`config.mk`:
```
export PLATFORM = sky130hd
export DESIGN_NAME = beta_clk_gen
export DESIGN_NICKNAME = d
export VERILOG_FILES = /design/src/rtl/beta_clk_gen.sv
export SDC_FILE = /design/constraint.sdc
export NUM_CORES = 1
export LEC_CHECK = 0
export CORE_MARGIN = 3
export CORE_UTILIZATION = 54
export CTS_CLUSTER_DIAMETER = 120
export DETAILED_ROUTE_END_ITERATION = 10
export GPL_TIMING_DRIVEN = 0
export HOLD_SLACK_MARGIN = 0.02
export PLACE_DENSITY = 0.83
export RECOVER_POWER = 100
export SLEW_MARGIN = 25
export SYNTH_ARGS = -nofsm -noshare
export SYNTH_HDL_FRONTEND = slang
export SYNTH_SLANG_ARGS = --single-unit
```
`constraint.sdc`:
```
create_clock -name clk -period 8.15 [get_ports clk]
set_clock_uncertainty 0.1 [all_clocks]
set_input_delay 0.815 -clock clk [delete_from_list [all_inputs] [get_ports clk]]
set_output_delay 0.815 -clock clk [all_outputs]
set_load 0.005 [all_outputs]
```
`src/rtl/beta_clk_gen.sv`:
```
// Programmable clock-enable generator for the Beta board: run/step/halt modes,
// boundary-synchronised config loads. Define CLKGEN_PERIOD_CNT_EN to build period_count.
module beta_clk_gen #(
  parameter int unsigned      CNT_W      = 32,
  parameter logic [CNT_W-1:0] DEF_PERIOD = CNT_W'(30000000),
  parameter logic [CNT_W-1:0] DEF_HIGH   = CNT_W'(2000000)
) (
  input  logic             clk,
  input  logic             rst,
  input  logic [1:0]       mode,
  input  logic             step,
  input  logic             cfg_valid,
  input  logic [CNT_W-1:0] cfg_period,
  input  logic [CNT_W-1:0] cfg_high,
  output logic             cfg_ready,
  output logic             cfg_err,
  output logic             clk_div,
  output logic             tick,
  output logic             wrap,
  output logic             busy,
  output logic [31:0]      period_count
);

  localparam logic [1:0] MODE_RUN  = 2'b01;
  localparam logic [1:0] MODE_STEP = 2'b10;

  typedef enum logic {IDLE, RUN} state_t;

  state_t           state_reg, state_next;
  logic [CNT_W-1:0] count_reg, count_next;
  logic [CNT_W-1:0] period_reg, period_next;
  logic [CNT_W-1:0] high_reg, high_next;
  logic             step_pending_reg, step_pending_next;
  logic             pend_valid_reg, pend_valid_next;
  logic [CNT_W-1:0] pend_period_reg, pend_period_next;
  logic [CNT_W-1:0] pend_high_reg, pend_high_next;
  logic             cfg_err_reg, cfg_err_next;
  logic             clk_div_reg, clk_div_next;
  logic             tick_reg, tick_next;
  logic             wrap_reg, wrap_next;

  logic             accept;
  logic             cfg_ok;
  logic             at_wrap;
  logic             run_next;
  logic [CNT_W-1:0] low_len_next;

  // Once a write is parked for the next boundary, further writes must wait.
  assign cfg_ready = (state_reg == IDLE) || !pend_valid_reg;
  assign accept    = cfg_valid && cfg_ready;
  assign cfg_ok    = (cfg_period >= CNT_W'(2)) && (cfg_high != '0) && (cfg_high < cfg_period);
  assign at_wrap   = (state_reg == RUN) && (count_reg == period_reg - CNT_W'(1));

  always_comb begin
    state_next        = state_reg;
    count_next        = count_reg;
    period_next       = period_reg;
    high_next         = high_reg;
    step_pending_next = step_pending_reg;
    pend_valid_next   = pend_valid_reg;
    pend_period_next  = pend_period_reg;
    pend_high_next    = pend_high_reg;
    cfg_err_next      = accept && !cfg_ok;

    case (state_reg)
      IDLE: begin
        count_next = '0;
        if (accept && cfg_ok) begin
          period_next = cfg_period;
          high_next   = cfg_high;
        end
        if (mode == MODE_RUN || (mode == MODE_STEP && (step || step_pending_reg))) begin
          state_next        = RUN;
          step_pending_next = 1'b0;
        end else if (mode != MODE_STEP) begin
          step_pending_next = 1'b0;
        end
      end

      RUN: begin
        if (accept && cfg_ok) begin
          pend_valid_next  = 1'b1;
          pend_period_next = cfg_period;
          pend_high_next   = cfg_high;
        end
        if (mode != MODE_STEP) begin
          step_pending_next = 1'b0;
        end else if (step) begin
          step_pending_next = 1'b1;
        end

        if (at_wrap) begin
          count_next      = '0;
          pend_valid_next = 1'b0;
          // A write landing in the wrap cycle bypasses the holding slot.
          if (pend_valid_reg) begin
            period_next = pend_period_reg;
            high_next   = pend_high_reg;
          end else if (accept && cfg_ok) begin
            period_next = cfg_period;
            high_next   = cfg_high;
          end

          if (mode == MODE_RUN) begin
            state_next = RUN;
          end else if (mode == MODE_STEP && (step_pending_reg || step)) begin
            state_next        = RUN;
            step_pending_next = 1'b0;
          end else begin
            state_next = IDLE;
          end
        end else begin
          count_next = count_reg + CNT_W'(1);
        end
      end

      default: begin
        state_next = IDLE;
        count_next = '0;
      end
    endcase
  end

  // Strobes are computed from next-state values so the registered copies line up with count.
  always_comb begin
    run_next     = (state_next == RUN);
    low_len_next = period_next - high_next;
    clk_div_next = run_next && (count_next >= low_len_next);
    tick_next    = run_next && (count_next == low_len_next);
    wrap_next    = run_next && (count_next == period_next - CNT_W'(1));
  end

  always_ff @(posedge clk) begin
    if (rst) begin
      state_reg        <= IDLE;
      count_reg        <= '0;
      period_reg       <= DEF_PERIOD;
      high_reg         <= DEF_HIGH;
      step_pending_reg <= 1'b0;
      pend_valid_reg   <= 1'b0;
      pend_period_reg  <= '0;
      pend_high_reg    <= '0;
      cfg_err_reg      <= 1'b0;
      clk_div_reg      <= 1'b0;
      tick_reg         <= 1'b0;
      wrap_reg         <= 1'b0;
    end else begin
      state_reg        <= state_next;
      count_reg        <= count_next;
      period_reg       <= period_next;
      high_reg         <= high_next;
      step_pending_reg <= step_pending_next;
      pend_valid_reg   <= pend_valid_next;
      pend_period_reg  <= pend_period_next;
      pend_high_reg    <= pend_high_next;
      cfg_err_reg      <= cfg_err_next;
      clk_div_reg      <= clk_div_next;
      tick_reg         <= tick_next;
      wrap_reg         <= wrap_next;
    end
  end

  assign cfg_err = cfg_err_reg;
  assign clk_div = clk_div_reg;
  assign tick    = tick_reg;
  assign wrap    = wrap_reg;
  assign busy    = (state_reg == RUN);

`ifdef CLKGEN_PERIOD_CNT_EN
  logic [31:0] period_count_reg;

  always_ff @(posedge clk) begin
    if (rst) begin
      period_count_reg <= 32'd0;
    end else if (at_wrap) begin
      period_count_reg <= period_count_reg + 32'd1;
    end
  end

  assign period_count = period_count_reg;
`else
  assign period_count = 32'd0;
`endif

endmodule

```
==> results.py <==
metrics = {
    "cells_and_area": {
        "layout.nets": 2094,
        "num_antenna_cells": 0,
        "final_common_cell": "nor2_1",
        "final_core_util_pct": 68.27,
        "drive_above_1_share_pct": 15.38,
        "mostFrequentLayoutCells": "nor2_1, dfxtp_1, a21oi_1, buf_4, xnor2_1",
        "areaGrowthSynthToFinish_pct": 22.74,
    },
    "status": {
        "violations": "setup timing",
        "outcome": "complete, but fails checks",
    },
    "grt": {
        "grt_max_degree": 20,
        "grt_pass1_wl_mm": 72.81,
        "grt_pass1_vias": 13240,
        "grt.overflow.total": 0,
        "antenna_found_initial": 0,
        "grt.total_usage_pct": 34.60,
    },
    "critical_path": {
        "cp.required_ns": 8.40,
        "reg2regPathDepth": 41,
        "criticalPathCategory": "flop to flop",
        "endpoint_kind": "flop",
        "crit_path_start_kind": "flop",
        "crit_fanout": 9,
        "cp_slowest_cell": "or3_4",
        "critPathMaxStageDelay_ns": 0.44,
        "cp_data_arrival_time_ns": 8.59,
        "cp_common_cell": "a21oi_2",
    },
    "timing": {
        "setup_viol": 2,
        "fin_crit_sh_pct": 102.3,
        "final.setup.tns_ns": -0.2830,
        "tightest_slew_ns": 0.9941,
        "fin_crit_ns": 8.338,
        "hold_viol": 0,
        "slew_viol_final": 0,
        "timing.final.ws_setup_ns": -0.1876,
        "max-slew-margin-rel_pct": 33.72,
        "rsz0062_at_grt": "true",
        "fmax_ghz": 0.1199,
    },
    "route": {
        "ant_nets": 0,
        "dr_total_vias": 14580,
        "drc": 0,
        "post_drt_via_cell_ratio": 6.446,
        "wl_per_cell_um": 21.89,
        "wirelength_mm": 49.51,
        "firstDrtPassIters": 6,
        "drtIter0Drc": 1797,
    },
    "synth": {
        "synth-main-ff-cell": "dfxtp_1",
        "synth_cells": 1752,
        "synth_top_cell_by_area": "dfxtp_1",
        "synthDistinctLibCells": 89,
        "syn_area_um2": 13690,
        "synth_warnings": 0,
        "avgSynthCellArea_um2": 7.812,
        "synth_area_leaders": "dfxtp_1, ha_1, nor2_1, mux2i_1, xnor2_1",
        "ys_async_sr_fraction_pct": 0,
        "synth_edf_count": 0,
        "yosysSeqAreaShare_pct": 24.43,
        "ys_ff_latch": 167,
        "yosysTopAreaCellShare_pct": 24.43,
    },
    "cts": {
        "numClockSinks": 167,
        "cts_max_path_buffers": 2,
        "cts_root_buffer": "clkbuf_16",
        "clk_latency_ns": 0.45,
        "hold_buffers": 0,
        "htree_levels": 4,
        "cts_buffers": 17,
        "cts.clk_slew.worst_paths_ns": 0.08,
        "cts_tree": "built",
    },
    "floorplan": {
        "die_w_um": 165.2,
        "ios": 108,
        "die_h_um": 165.2,
        "start_util_pct": 55.63,
        "die_area_um2": 27290,
        "rows": 57,
        "core_region_area_um2": 24600,
    },
    "job": {
        "drv_cap": 0,
    },
    "place": {
        "gp_congestion": 0.9892,
        "io_buffers": 74,
        "dp_hpwl_mm": 37.12,
    },
    "power_and_ir_drop": {
        "power_density_nw_per_um2": 175.2,
        "vdd_drop_max_mv": 0.1383,
        "finalPower_mw": 2.943,
        "p_leak_nw": 7.497,
    },
    "min_path": {
        "hp-class": "flop to flop",
        "hold_depth": 2,
    },
}
## power breakdown
group,internal (mW),switching (mW)
combinational,0.511,0.693
clock,0.410,0.431
sequential,0.853,0.0443
total,1.77,1.17
## Yosys cell counts (48+ instances only)
library cell	n
dfxtp_1	167
mux2i_1	82
nor3_1	52
inv_1	79
xor2_1	48
nand2_1	82
clkbuf_1	59
xnor2_1	87
nand3_1	50
nor2_1	286
a21oi_1	118
ha_1	97
## through the flow
stage / setup WS (ns) / hold WS [ns] / instances / instance area [um2]
finish: -0.1876 / 0.3877 / 2262 / 16800
detailed placement: -3.615 / 0.3697 / 2181 / 14950
floorplan: 0.02870 / 0.3455 / 1783 / 13810
global route: -0.4934 / 0.3992 / 2262 / 16800
global placement: -3.498 / 0.3590 / 2181 / 14950
CTS: 0.003722 / 0.3890 / 2235 / 16190
## worst max-delay path, delay by kind of cell, from the launching register on
kind | cells | cell delay, ns
AO/OA/AOI/OAI | 17 | 3.08
AND/OR/NAND/NOR | 13 | 2.75
adder cells (fa/ha/maj) | 4 | 1.02
buffers and inverters | 6 | 0.75
flip-flops | 1 | 0.40
XOR/XNOR | 1 | 0.08
## cells by family (layout without fill, tap and decap cells)
kind of cell	Yosys count	in the layout	share of synthesized area, %
buf+inv	208	363	6.929
other cells	1	32	0.02740
mux	92	92	6.820
compound gates	359	359	18.59
simple gates	692	692	25.56
xor+xnor	135	135	8.639
flops	167	167	24.43
fa+ha+maj	98	98	9.014
## worst paths after layout
| check | startpoint | to | slack (ns) |
|---|---|---|---|
| worst min-delay path | pend_period_reg[5] | pend_period_reg[5] | 0.39 |
| worst max register to register | period_reg[0] | clk_div | -0.19 |
| worst min register to register | pend_period_reg[5] | pend_period_reg[5] | 0.39 |
| worst max-delay path | period_reg[0] | clk_div | -0.19 |
## per-layer routing
| metal | global-route usage, % | vias up | part of all wire [%] |
|---|---|---|---|
| met4 | 18.30 | 0 | 5.9 |
| met1 | 45.11 | 6801 | 39 |
| met2 | 55.35 | 1018 | 45 |
| li1 | - | 6556 | - |
| met3 | 4.964 | 205 | 11 |
| met5 | 0 | - | 0 |
## area by class of cell
type	instances	area, um2
buffer	119	773.2
clock buffer	17	425.4
inverter	82	312.8
fill	1965	7806
multi-input combinational	1408	10140
tap	324	405.4
clock inverter	14	161.4
timing repair buffer	131	1232
sequential	167	3348
## timing repair
| item | CTS | global route |
|---|---|---|
| cloned | 0 | 0 |
| endpoints found under the setup margin | 2 | 2 |
| buffers inserted | 27 | 31 |
| resized for setup | 124 | 101 |
| pin swaps | 33 | 61 |
Power figures use the tool's default switching activity.
